**src/rtl/perf_sampler.sv**
```systemverilog
// Periodic/triggered sweep of the counter bank into a FWFT sample FIFO; CSR traffic wins the bank port.
// Request in t -> capture from t+1 -> smp_valid_o at t+2; CSR access or a full FIFO stalls the sweep in place.

module perf_sampler_fifo #(
  parameter int W     = 8,
  parameter int DEPTH = 4
) (
  input  logic         i_clk,
  input  logic         i_rst_n,
  input  logic         i_push_vld,
  input  logic [W-1:0] i_push_dat,
  output logic         o_full,
  output logic         o_pop_vld,
  input  logic         i_pop_rdy,
  output logic [W-1:0] o_pop_dat
);
  localparam int PW = $clog2(DEPTH);

  logic [W-1:0] r_mem [DEPTH];
  logic [PW:0]  r_wptr;
  logic [PW:0]  r_rptr;
  logic         w_push;
  logic         w_pop;

  assign o_full    = (r_wptr[PW] != r_rptr[PW]) && (r_wptr[PW-1:0] == r_rptr[PW-1:0]);
  assign o_pop_vld = (r_wptr != r_rptr);
  assign o_pop_dat = r_mem[r_rptr[PW-1:0]];
  assign w_push    = i_push_vld && !o_full;
  assign w_pop     = o_pop_vld && i_pop_rdy;

  always_ff @(posedge i_clk or negedge i_rst_n) begin
    if (!i_rst_n) begin
      r_wptr <= '0;
      r_rptr <= '0;
    end else begin
      if (w_push) r_wptr <= r_wptr + 1'b1;
      if (w_pop)  r_rptr <= r_rptr + 1'b1;
    end
  end

  // Storage needs no reset: nothing reads it until the pointers say it holds data.
  always_ff @(posedge i_clk) begin
    if (w_push) r_mem[r_wptr[PW-1:0]] <= i_push_dat;
  end
endmodule

module perf_sampler #(
  parameter int FIRST_ADDR    = 3,
  parameter int NR_COUNTERS   = 14,
  parameter int PERIOD        = 30000,
  parameter int FIFO_DEPTH    = 4,
  parameter int CLEAR_ON_READ = 0
) (
  input  logic        clk_i,
  input  logic        rst_ni,
  input  logic        debug_mode_i,
  input  logic        enable_i,
  input  logic        trigger_i,
  input  logic        csr_req_i,
  input  logic [4:0]  csr_addr_i,
  input  logic        csr_we_i,
  input  logic [63:0] csr_wdata_i,
  output logic [63:0] csr_rdata_o,
  output logic [4:0]  perf_addr_o,
  output logic        perf_we_o,
  output logic [63:0] perf_wdata_o,
  input  logic [63:0] perf_data_i,
  output logic        smp_valid_o,
  input  logic        smp_ready_i,
  output logic [4:0]  smp_addr_o,
  output logic [63:0] smp_data_o,
  output logic        smp_first_o,
  output logic        smp_last_o,
  output logic        busy_o,
  output logic [15:0] overrun_cnt_o
);
  typedef struct packed {
    logic [4:0]  addr;
    logic [63:0] data;
    logic        first;
    logic        last;
  } smp_t;

  typedef enum logic {S_IDLE, S_SWEEP} state_t;

  state_t      r_state;
  state_t      w_state_nxt;
  logic [4:0]  r_idx;
  logic [4:0]  w_idx_nxt;
  logic        r_done;
  logic [15:0] r_timer;
  logic [15:0] r_overrun;

  logic        w_tick;
  logic        w_req;
  logic        w_capture;
  logic        w_drop;
  logic        w_last_idx;
  logic [4:0]  w_smp_addr;
  logic        w_fifo_full;
  logic        w_fifo_vld;
  smp_t        w_push_dat;
  smp_t        w_pop_dat;
  smp_t        w_out;

  assign w_tick     = enable_i && (r_timer == 16'(PERIOD - 1));
  assign w_req      = w_tick || trigger_i;
  assign w_last_idx = (r_idx == 5'(NR_COUNTERS - 1));
  assign w_smp_addr = 5'(FIRST_ADDR) + r_idx;

  always_comb begin
    w_state_nxt = r_state;
    w_idx_nxt   = r_idx;
    w_capture   = 1'b0;
    w_drop      = 1'b0;
    case (r_state)
      S_IDLE: begin
        // The cycle right after a sweep ends still counts as busy for new requests.
        if (w_req && r_done) begin
          w_drop = 1'b1;
        end else if (w_req && !debug_mode_i) begin
          w_state_nxt = S_SWEEP;
          w_idx_nxt   = '0;
        end
      end
      S_SWEEP: begin
        w_drop = w_req;
        if (!csr_req_i && !w_fifo_full) begin
          w_capture = 1'b1;
          if (w_last_idx) begin
            w_state_nxt = S_IDLE;
            w_idx_nxt   = '0;
          end else begin
            w_idx_nxt = r_idx + 1'b1;
          end
        end
      end
      default: w_state_nxt = S_IDLE;
    endcase
  end

  always_ff @(posedge clk_i or negedge rst_ni) begin
    if (!rst_ni) begin
      r_state   <= S_IDLE;
      r_idx     <= '0;
      r_done    <= 1'b0;
      r_timer   <= '0;
      r_overrun <= '0;
    end else begin
      r_state <= w_state_nxt;
      r_idx   <= w_idx_nxt;
      r_done  <= w_capture && w_last_idx;
      if (!enable_i || w_tick) r_timer <= '0;
      else                     r_timer <= r_timer + 1'b1;
      if (w_drop && (r_overrun != 16'hFFFF)) r_overrun <= r_overrun + 1'b1;
    end
  end

  assign perf_addr_o  = csr_req_i ? csr_addr_i  : w_smp_addr;
  assign perf_we_o    = csr_req_i ? csr_we_i    : (w_capture && (CLEAR_ON_READ != 0));
  assign perf_wdata_o = csr_req_i ? csr_wdata_i : 64'd0;
  assign csr_rdata_o  = perf_data_i;

  assign w_push_dat.addr  = w_smp_addr;
  assign w_push_dat.data  = perf_data_i;
  assign w_push_dat.first = (r_idx == 5'd0);
  assign w_push_dat.last  = w_last_idx;

  perf_sampler_fifo #(
    .W     ($bits(smp_t)),
    .DEPTH (FIFO_DEPTH)
  ) u_fifo (
    .i_clk      (clk_i),
    .i_rst_n    (rst_ni),
    .i_push_vld (w_capture),
    .i_push_dat (w_push_dat),
    .o_full     (w_fifo_full),
    .o_pop_vld  (w_fifo_vld),
    .i_pop_rdy  (smp_ready_i),
    .o_pop_dat  (w_pop_dat)
  );

  // Payload is forced to zero while empty so stale entries never leak out.
  assign w_out         = w_fifo_vld ? w_pop_dat : '0;
  assign smp_valid_o   = w_fifo_vld;
  assign smp_addr_o    = w_out.addr;
  assign smp_data_o    = w_out.data;
  assign smp_first_o   = w_out.first;
  assign smp_last_o    = w_out.last;
  assign busy_o        = (r_state == S_SWEEP);
  assign overrun_cnt_o = r_overrun;
endmodule

```
**config.mk**
```make
export PLATFORM = sky130hd
export DESIGN_NAME = perf_sampler
export DESIGN_NICKNAME = d
export VERILOG_FILES = /design/src/rtl/perf_sampler.sv
export SDC_FILE = /design/constraint.sdc
export NUM_CORES = 1
export LEC_CHECK = 0
export BUFFER_PORTS_ARGS = -buffer_cell sky130_fd_sc_hd__buf_2
export CORE_ASPECT_RATIO = 1.1
export CORE_MARGIN = 4
export CORE_UTILIZATION = 48
export DETAILED_ROUTE_END_ITERATION = 8
export PLACE_DENSITY_LB_ADDON = 0.1
export SKIP_CTS_REPAIR_TIMING = 1
export SLEW_MARGIN = 20
export SYNTH_ARGS = -nofsm -noshare
export SYNTH_HDL_FRONTEND = slang
export SYNTH_SLANG_ARGS = --single-unit
```
**constraint.sdc**
```tcl
create_clock -name clk_i -period 3.43 [get_ports clk_i]
set_input_delay 0.343 -clock clk_i [delete_from_list [all_inputs] [get_ports clk_i]]
set_output_delay 0.343 -clock clk_i [all_outputs]
set_load 0.05 [all_outputs]
```
== Word-level counts from Yosys, hierarchy flattened ==
Memories as Yosys holds them, arrays and structs flattened.
Cells that the tools add are included.
Storage, ports and cells
  bits in registers: 45
  RAM bits: 284
  input bits: 141
  output and inout port bits: 223
  word-level logic and storage cells: 62
  memories kept: 1
Cells by class
  add/sub/neg operators: 6
  equal/unequal tests: 9
  muxes and demuxes: 21
  bitwise operators: 1
  reduce and logical (&&, ||, !) cells: 17
Memory list
  u_fifo.r_mem: words 4, bits a word 71, rd ports 1, clocked after memory_dff 0, write ports 1, line 19  | logic [W-1:0] r_mem [DEPTH];
Operator list (number)
  $mux W71: 1
  $mux W64: 1
  $add A16 B1 Y16 const B: 2
  $mux W5: 5
  $eq A16 B15 Y1 const B: 1
  $mux W16: 1
  $ne A16 B16 Y1 const B: 1
  $mux W1: 10
  $pmux W5 S2: 1
  $logic_and A1 B1 Y1: 9
  $add A3 B1 Y3 const B: 2
  $add A2 B5 Y5 const A: 1
  $add A5 B1 Y5 const B: 1
  $eq A5 B4 Y1 const B: 1
  $logic_not A5 Y1: 1
  $logic_not A1 Y1: 4
  $ne A2 B2 Y1 const B: 2
  $pmux W1 S2: 2
  $ne A3 B3 Y1: 1
  $reduce_and A3 Y1: 1
  $eq A2 B2 Y1: 1
  $logic_or A1 B1 Y1: 2
  $ne A2 B1 Y1 const B: 1
  $ne A1 B1 Y1: 1
  $not A1 Y1: 1

== Depth between registers and ports, before layout ==
Gate-level depths: netlist (run 1).
  depth in word-level cells: 9
  gate-level depth with buffers: 7
  gate-level depth less buffers: 6

== Cells and area by module ==
From an unflattened synthesis (run 1), not the netlist that was laid out.
Unflattened totals
  cells, all modules: 847
  area total of the unflattened synthesis: 14308.7 um^2
By module, submodules not included
  perf_sampler_fifo: times used 1, cells an instance 418, area each 10677.7 um^2, sequential area each 8678.3 um^2
  perf_sampler: times used 1, cells an instance 429, area each 3631.0 um^2, sequential area each 975.9 um^2

== Worst setup path before layout (run 1) ==
OpenSTA, ideal clock, no wires.
  path type: register to register
  start point: register r_state (netlist: busy_o)
  end point: memory u_fifo.r_mem[3][0] (netlist name) (enable)
  library setup time: 0.438 ns
  data arrival time: 3.246 ns
  required time: 2.992 ns
  path slack: -0.254 ns
  stages on the path, launching flop included: 4
  buffers on the path: 0
  clock period less this slack: 3.684 ns
  path through: dfrtp_1 > inv_1 > a311oi_1 > and2_1
Between the ends
  longest elaborated chain between the ends: 4
Ends and longest elaborated chain
  start, declared: line 86  | state_t r_state;
  start signal, assigned: line 150  | r_state <= w_state_nxt;
  $mux W1: line 116  | case (r_state)
  $logic_and A1 B1 Y1: line 28  | assign w_push = i_push_vld && !o_full;
  $mux W1: line 43  | if (w_push) r_mem[r_wptr[PW-1:0]] <= i_push_dat;
  $mux W1 (not written as such): line 43
  end, declared: line 19
No other way between the ends.

== Final worst setup path (run 1) ==
  start point: register u_fifo.r_rptr[1]
  end point: output smp_data_o[31]
Between the ends
  longest elaborated chain between the ends: 2
  elaborated cells between the ends (all ways): 3
  classes of those cells: eq/ne: 1; mux: 1; memory: 1
Ends and longest elaborated chain
  start, declared: line 21  | logic [PW:0] r_rptr;
  start signal, assigned: line 37  | if (w_pop) r_rptr <= r_rptr + 1'b1;
  $mem_v2 Z4 W71 or $ne A3 B3 Y1 (tied branches)
  $mux W71 (*): line 184  | assign w_out = w_fifo_vld ? w_pop_dat : '0;
  end, declared: line 71  | output logic [63:0] smp_data_o,
Mark *: on every way between the ends. The rest lies on a longest branch, timed or not.

==> metrics.yaml, run 1 <==
max_stage_delay_ps: 600
dieWidth_um: 171
tns_ps: 0
overflow: 0
via_count: 8110
crit_chain: "buf_4, buf_4, mux4_2, and2_1, buf_2"
antenna_found_initial: 10
rr_worst_depth: 5
synth_compound_area_frac: 0.0126
drc_errors: 0
layout.nets: 1299
pin_count: 364
synth_simple_gate_area_frac: 0.102
clkLatencyLatePin_ps: 500
drv_slew: 0
outcome: "complete, no violations"
hp-class: "in2reg"
synthAdderAreaFrac: 0.00977
htree_levels: 2
fp-row-count: 65
synth_area_per_cell_um2: 16.9
ctsRootBufferMaster: "clkbuf_16"
final-seq-area_um2: 9660
fin_crit_ps: 3110
cp_common_cell: "buf_4"
cap_viol_max_count: 0
power_density_nw_per_um2: 1040
areaGrowthSynthToFinish_pct: 21.1
grt_pass1_vias: 8435
routed_wl_mm: 31.5
ir_drop_v: 0.000667
drive_gt1_frac: 0.440
endpoint_kind: "output port"
critPathMaxFanout: 42
multi_input_area_um2: 3750
cp.arrival_ps: 2770
grt_max_degree: 75
muxShareOfSynthArea: 0.121
start_kind: "flip-flop"
cts_tree: "done"
via_per_inst: 5.25
io_buffers: 363
synth_warnings: 0
cts_max_path_buffers: 3
synth_top_family_by_area: "multiplexers"
finalWorstSetupSlack_ps: 319
syn_area_um2: 14100
setup_viol_count_final: 0
fmax_ghz: 0.321
wl_per_cell_um: 20.4
path_class: "reg2out"
clock_skew_ps: 16.6
relSlewSlack: 0.382
synth_edf_count: 284
ant_nets: 0
min_path_cells: 1
ys_seq_elements: 329
seq_area_frac_synth: 0.685
grt_pass1_wl_mm: 48.2
dp_hpwl_mm: 21.6
start_util: 0.490
min_period_over_period: 0.907
ys.flop_type: "edfxtp_1"
synthCells: 835
die_area_um2: 32200
synthXorXnorAreaFrac: 0.0199
crit_required_ps: 3090
rsz0062_at_grt: "false"
async_reset_ff_frac: 0.137
grt_usage: 0.196
hold_viol: 0
leakagePower_nw: 6.60
die_y_um: 188
synth_nets: 987
fin_util: 0.593
synth_cell_types: 46
cts_sinks: 329
core_um2: 28800
cpMaxStageDelayCell: "buf_4"
cts_buffers: 34
final_common_cell: "buf_2"
worstMarginPinSlew_ps: 920
n_fill_cell: 2270
clk_pin_slew_ps: 60
final_cell_mix: "362 x buf_2, 284 x edfxtp_1, 140 x and2_1"
dr.pass1.iters: 4
place_congestion: 0.827
pre_cts_ws_ps: 798
first_iter_violations: 447
-- routing by layer --
layer	up-vias	wire length, um	GRT usage
li1	3743	-	-
met1	4035	11900	0.227
met2	289	17200	0.356
met3	43	1690	0.0377
met4	0	736	0.0771
met5	-	0	0
-- critical path, delay by kind of cell, from the launching register on --
| kind | cells | cell delay [ps] |
|---|---|---|
| buffers and inverters | 3 | 1220 |
| flip-flops | 1 | 410 |
| multiplexers | 1 | 430 |
| AND/OR/NAND/NOR | 1 | 170 |
-- through the flow --
| step | hold slack, ps | total power, mW | instances | area (um^2) |
|---|---|---|---|---|
| CTS | 46.9 | 18.0 | 1537 | 17000 |
| global placement | 440 | 14.3 | 1478 | 15900 |
| detailed placement | 458 | 14.4 | 1478 | 15900 |
| finish | 67.7 | 17.7 | 1545 | 17100 |
| global route | 57.1 | 18.6 | 1545 | 17100 |
| floorplan | 47.4 | 12.2 | 835 | 14100 |
-- flip-flops by register name (all words and copies together), names as in the netlist --
register / cells
r_timer: 16
r_done: 1
u_fifo.r_wptr: 3
u_fifo.r_mem: 284
overrun_cnt_o: 16
r_idx: 5
busy_o: 1
u_fifo.r_rptr: 3
-- synth_stat cells, types with 2 or more instances --
master | n | share of area
and4_1 | 2 | 0.0012
mux2_2 | 8 | 0.0064
clkbuf_1 | 28 | 0.0075
a21oi_1 | 5 | 0.0018
inv_1 | 13 | 0.0035
dfrtp_1 | 45 | 0.080
and3_1 | 2 | 0.00089
o211ai_1 | 2 | 0.0011
edfxtp_1 | 284 | 0.61
buf_2 | 3 | 0.0011
or4_1 | 5 | 0.0027
nand2_1 | 15 | 0.0040
o41ai_1 | 2 | 0.0012
nand4_1 | 14 | 0.0062
xnor2_1 | 9 | 0.0056
mux4_2 | 71 | 0.11
o31ai_1 | 3 | 0.0016
nand3b_1 | 2 | 0.0011
ha_1 | 11 | 0.0098
buf_1 | 7 | 0.0019
nor4_1 | 11 | 0.0049
or3_1 | 4 | 0.0018
o21ai_0 | 9 | 0.0032
nor2_1 | 12 | 0.0032
nand3_1 | 13 | 0.0046
and2_1 | 144 | 0.064
nand4b_1 | 2 | 0.0012
xor2_1 | 23 | 0.014
nor3_1 | 6 | 0.0021
buf_4 | 64 | 0.034
-- worst paths after layout --
check	startpoint	endpoint	slack, ps
max reg2reg	u_fifo.r_rptr[0]	u_fifo.r_mem[3][40]	810
min reg2reg	r_timer[0]	r_timer[0]	460
min	perf_data_i[43]	u_fifo.r_mem[0][45]	70
max in group asynchronous	rst_ni	u_fifo.r_rptr[0]	2570
min in group asynchronous	rst_ni	overrun_cnt_o[14]	390
max	u_fifo.r_rptr[1]	smp_data_o[31]	320
-- power breakdown --
group | total, mW | switching (mW) | internal, mW
sequential | 5.67 | 0.317 | 5.36
clock | 3.60 | 1.43 | 2.17
combinational | 8.44 | 5.98 | 2.46
-- final cells by class --
type | instances | share of cell area
multi-input cells | 389 | 0.220
well taps | 368 | 0.0270
clock buffers | 47 | 0.0557
inverters | 13 | 0.00286
clock inverters | 12 | 0.00858
repair buffers | 380 | 0.119
diodes | 7 | 0.00103
flip-flops and latches | 329 | 0.566
-- kinds of logic (layout without fill, tap and decap cells) --
logic type	count (synthesis)	count (layout)
simple gates	239	239
xor+xnor	32	32
other cells	0	7
mux	80	80
compound gates	27	27
flops	329	329
fa+ha+maj	11	11
buf+inv	117	452
No activity file was read; power rests on OpenSTA's default activity.
==> inputs of run 2 (changes only) <==
- REMOVE_ABC_BUFFERS: default -> 1
==> run 2 against run 1 <==
Worst hold slack got worse by 10 ps. Wire length decreased by 4.0%. Count of clock-buffer cells in the layout decreased by 5. Die area unchanged. Power about the same. First-iteration DRC count grew 14%. Critical path depth rose by 1. Core utilization rose by 0.18 points. Final cell count barely moved. Sequential share of layout area fell by 0.17 points. Non-clock buffer count up 2. Largest cell class unchanged.
==> metrics.yaml, run 2 (synthesis results as in run 1) <==
drc_errors: 0  # unchanged
outcome: "complete, no violations"  # unchanged
via_per_inst: 5.19  # was 5.25
fin_crit_ps: 2820  # was 3110 ps
start_kind: "flip-flop"  # unchanged
grt_pass1_vias: 7950  # was 8435
grt_pass1_wl_mm: 45.8  # was 48.2 mm
crit_chain: "inv_1, ha_1, nor3_1, xnor2_1, mux2_2, buf_2"  # was buf_4, buf_4, mux4_2, and2_1, buf_2
htree_levels: 2  # unchanged
pin_count: 364  # unchanged
hold_viol: 0  # unchanged
layout.nets: 1302  # was 1299
path_class: "reg2out"  # unchanged
dp_hpwl_mm: 20.0  # was 21.6 mm
path_delay_family: "buffers and inverters"  # unchanged
ctsRootBufferMaster: "clkbuf_16"  # unchanged
power_density_nw_per_um2: 1040  # about the same
min_period_over_period: 0.821  # was 0.907
ir_drop_v: 0.000723  # was 0.000667 V
largest_reg_flops: 284  # unchanged
die_y_um: 188  # unchanged
via_count: 8019  # was 8110
cts_sinks: 329  # unchanged
cp.arrival_ps: 2470  # was 2770 ps
cap_viol_max_count: 0  # unchanged
routed_wl_mm: 30.2  # was 31.5 mm
relSlewSlack: 0.457  # was 0.382
cpMaxStageDelayCell: "dfrtp_1"  # was buf_4
place_congestion: 0.828  # was 0.827
pre_cts_ws_ps: 846  # was 798 ps
drv_slew: 0  # unchanged
grt_usage: 0.182  # was 0.196
overflow: 0  # unchanged
endpoint_kind: "output port"  # unchanged
clkLatencyLatePin_ps: 510  # was 500 ps
start_util: 0.490  # unchanged
crit_required_ps: 3090  # about the same
leakagePower_nw: 6.62  # was 6.60 nW
multi_input_area_um2: 3750  # unchanged
dpl.cell_count: 1480  # was 1478
hp-class: "in2reg"  # unchanged
final-seq-area_um2: 9660  # unchanged
clk_pin_slew_ps: 60  # about the same
dr.pass1.iters: 5  # was 4
rsz0062_at_grt: "false"  # unchanged
critPathMaxFanout: 8  # was 42
areaGrowthSynthToFinish_pct: 21.4  # was 21.1%
ant_nets: 0  # unchanged
antenna_found_initial: 1  # was 10
path_buf_inv: 2  # was 3
grt_max_degree: 75  # unchanged
fmax_ghz: 0.355  # was 0.321 GHz
cts_tree: "done"  # unchanged
cts_max_path_buffers: 3  # unchanged
die_area_um2: 32200  # unchanged
drive_gt1_frac: 0.442  # was 0.440
final_cell_mix: "363 x buf_2, 284 x edfxtp_1, 140 x and2_1"  # was 362 x buf_2, 284 x edfxtp_1, 140 x and2_1
fp-row-count: 65  # unchanged
io_buffers: 363  # unchanged
cts_buffers: 35  # was 34
final_common_cell: "buf_2"  # unchanged
wl_per_cell_um: 19.5  # was 20.4 um
max_stage_delay_ps: 470  # was 600 ps
finalWorstSetupSlack_ps: 615  # was 319 ps
dieWidth_um: 171  # unchanged
final_cells: 1546  # was 1545
core_um2: 28800  # unchanged
worstMarginPinSlew_ps: 814  # was 920 ps
clock_skew_ps: 18.7  # was 16.6 ps
n_fill_cell: 2284  # was 2270
setup_viol_count_final: 0  # unchanged
first_iter_violations: 509  # was 447
==> run 2: changes by cell type in the layout (fill, tap and decap cells not counted), moves of 4 or more <==
| cell | change |
|---|---|
| diode_2 | -6 |
| clkinv_2 | +5 |
| buf_4 | -4 |
| buf_12 | +5 |
| clkinv_1 | +5 |
==> run 2: path summary, 6_finish.rpt <==
check,start,endpoint,slack [ps],depth (start not counted)
worst max-delay path,r_idx[0],perf_addr_o[4],610,6
worst min-delay path,perf_data_i[62],u_fifo.r_mem[3][64],60,1
worst max register to register,r_timer[6],overrun_cnt_o[1],830,4
worst min register to register,r_timer[0],r_timer[0],460,1
max in group asynchronous,rst_ni,r_timer[3],2270,3
min in group asynchronous,rst_ni,overrun_cnt_o[0],480,2
==> run 2: cell type report <==
class / instances / share of cell area
Multi-Input combinational cell: 389 / 0.219
Clock buffer: 42 / 0.0539
Sequential cell: 329 / 0.564
Antenna cell: 1 / 0.000146
Tap cell: 368 / 0.0269
Clock inverter: 22 / 0.00965
Timing Repair Buffer: 382 / 0.123
Inverter: 13 / 0.00285
==> run 2: power breakdown <==
group          internal (mW)  switching (mW)  leakage (nW)  total [mW]
combinational           2.49            6.02          2.94        8.52
clock                   2.08            1.46         0.530        3.53
sequential              5.35           0.321          3.15        5.68
==> run 2: metrics by stage <==
stage                     TNS [ps]  area, um^2  power, mW  hold WS (ps)  utilization
after floorplan            -915980       13400       12.1          47.4            -
after global placement           0       16000       14.4           436        0.556
after detailed placement         0       16000       14.4           448        0.556
after CTS                        0       17100       18.0         -44.2        0.594
after global routing             0       17100       18.5          50.2        0.594
final                            0       17100       17.7          57.5        0.595
==> run 2: metal layers <==
metal / track usage / share of wire
met4: 0.0335 / 0.012
met2: 0.295 / 0.49
met5: 0 / 0
met3: 0.0329 / 0.051
met1: 0.266 / 0.45
==> inputs of run 3 (changes only) <==
- CORE_UTILIZATION: 48 -> 53
- clock period: 3.43 -> 2.9 ns (I/O delays scaled with it)
==> run 3 against run 2 <==
Cell area grew 2.3%. Clock skew is essentially flat. Sequential share of layout area shrank 1.3 points. Combinational power grew 20%. Critical path type unchanged. Largest cell class unchanged.
==> metrics.yaml, run 3 (synthesis results as in run 1) <==
outcome: "complete, no violations"  # unchanged
clockPowerShare: 0.183  # was 0.199
fin_crit_ps: 2700
min_period_over_period: 0.929
pin_count: 364  # unchanged
fin_util: 0.670  # was 0.595
dr.pass1.iters: 6  # was 5
power_density_nw_per_um2: 1190  # was 1040 nW/um^2
place_congestion: 0.835  # was 0.828
cts_max_path_buffers: 3  # unchanged
power.internal_mw: 11.6  # was 9.93 mW
setup_viol_count_final: 0  # unchanged
ctsRootBufferMaster: "clkbuf_16"  # unchanged
n_fill_cell: 1815  # was 2284
clk_pin_slew_ps: 60  # about the same
first_iter_violations: 554  # was 509
worstMarginPinSlew_ps: 702  # was 814 ps
hold_viol: 0  # unchanged
die_area_um2: 29300  # was 32200 um^2
final_common_cell: "buf_2"  # unchanged
start_kind: "flip-flop"  # unchanged
switching_share: 0.443  # was 0.440
grt_usage: 0.199  # was 0.182
grt_pass1_vias: 7788  # was 7950
core_um2: 26100  # was 28800 um^2
wl_per_cell_um: 19.6  # was 19.5 um
io_buffers: 363  # unchanged
die_y_um: 179  # was 188 um
areaGrowthSynthToFinish_pct: 24.2  # was 21.4%
via_per_inst: 5.23  # was 5.19
cts_sinks: 329  # unchanged
htree_levels: 1  # was 2
antenna_found_initial: 0  # was 1
drive_gt1_frac: 0.426  # was 0.442
endpoint_kind: "output port"  # unchanged
seqPwrFrac: 0.323  # was 0.320
critPathMaxFanout: 8  # unchanged
largest_reg_flops: 284  # unchanged
overflow: 0  # unchanged
dpl.cell_count: 1468  # was 1480
combPwrFrac: 0.494  # was 0.480
dieWidth_um: 163  # was 171 um
p_switching_mw: 9.21  # was 7.80 mW
relSlewSlack: 0.532  # was 0.457
via_count: 8238  # was 8019
ir_drop_v: 0.000897  # was 0.000723 V
cap_viol_max_count: 0  # unchanged
fp-row-count: 62  # was 65
grt_max_degree: 74  # was 75
cp.arrival_ps: 2410  # was 2470 ps
total_power_mw: 20.8  # was 17.7 mW
rsz0062_at_grt: "false"  # unchanged
clock_skew_ps: 19.1  # was 18.7 ps
clkLatencyLatePin_ps: 540  # was 510 ps
final_cell_mix: "363 x buf_2, 284 x edfxtp_1, 140 x and2_1"  # unchanged
drc_errors: 0  # unchanged
routed_wl_mm: 30.9  # was 30.2 mm
cts_buffers: 31  # was 35
ant_nets: 0  # unchanged
path_class: "reg2out"  # unchanged
leakagePower_nw: 6.79  # was 6.62 nW
diodes: 0  # was 1
dp_hpwl_mm: 20.2  # was 20.0 mm
crit_required_ps: 2610  # was 3090 ps
start_util: 0.539  # was 0.490
layout.nets: 1351  # was 1302
rr_worst_depth: 4  # unchanged
cts_tree: "done"  # unchanged
drv_slew: 0  # unchanged
final_cells: 1575  # was 1546
fmax_ghz: 0.371
min_path_cells: 1  # unchanged
grt_pass1_wl_mm: 45.3  # was 45.8 mm
hp-class: "in2reg"  # unchanged
## run 3: cell count changes in the layout (fill, tap and decap cells not counted), sizes merged
cell	delta
dlygate4sd3	+49
bufinv	-1
diode	-1
inv	-1
clkinv	-5
buf	+4
## run 3: power by group through the flow
stage               Combinational [mW]  Sequential [mW]  Clock, mW
finish                            10.2             6.71       3.80
global route                      10.8             6.80       4.11
CTS                               10.3             6.72       3.89
detailed placement                10.3             6.81          0
global placement                  10.3             6.77          0
floorplan                         6.90             7.37          0
## run 3: worst max-delay path: stages, from the launching register on
cell     delay, ps
dfrtp_1        460
inv_1          180
ha_1           260
nor3_1         200
xnor2_1        280
mux2_2         230
buf_2          250
## run 3: worst paths after layout
kind	endpoint	start	slack, ps
min in group asynchronous	r_timer[5]	rst_ni	340
max	perf_addr_o[4]	r_idx[0]	200
max reg2reg	overrun_cnt_o[1]	r_timer[6]	470
min	u_fifo.r_mem[3][43]	perf_data_i[41]	1
max in group asynchronous	r_timer[9]	rst_ni	1860
min reg2reg	r_timer[0]	r_timer[0]	450
## run 3: layer usage
| layer | part of all wire | wire length [um] | global-route usage |
|---|---|---|---|
| met5 | 0 | 0 | 0 |
| met4 | 0.010 | 319 | 0.0325 |
| met3 | 0.068 | 2090 | 0.0354 |
| met2 | 0.50 | 15300 | 0.321 |
| met1 | 0.43 | 13200 | 0.297 |
## run 3: through the flow
stage          area, um^2  setup WS [ps]  setup TNS [ps]  hold slack [ps]
2_1_floorplan       13400          -3230        -1107740            -5.59
3_3_place_gp        16000            504               0              376
3_5_place_dp        16000            464               0              380
4_1_cts             17000            174               0             -199
5_1_grt             17500           34.0               0            -3.44
6_report            17500            205               0             1.42
## run 3: final cells by class
cell class / count / area (um^2) / share of cell area
multi-input combinational: 389 / 3750 / 0.214
clock buffer: 42 / 868 / 0.0496
clock inverter: 15 / 103 / 0.00586
timing repair buffer: 435 / 2630 / 0.150
inverter: 13 / 48.8 / 0.00279
sequential: 329 / 9660 / 0.552
tap: 352 / 440 / 0.0252
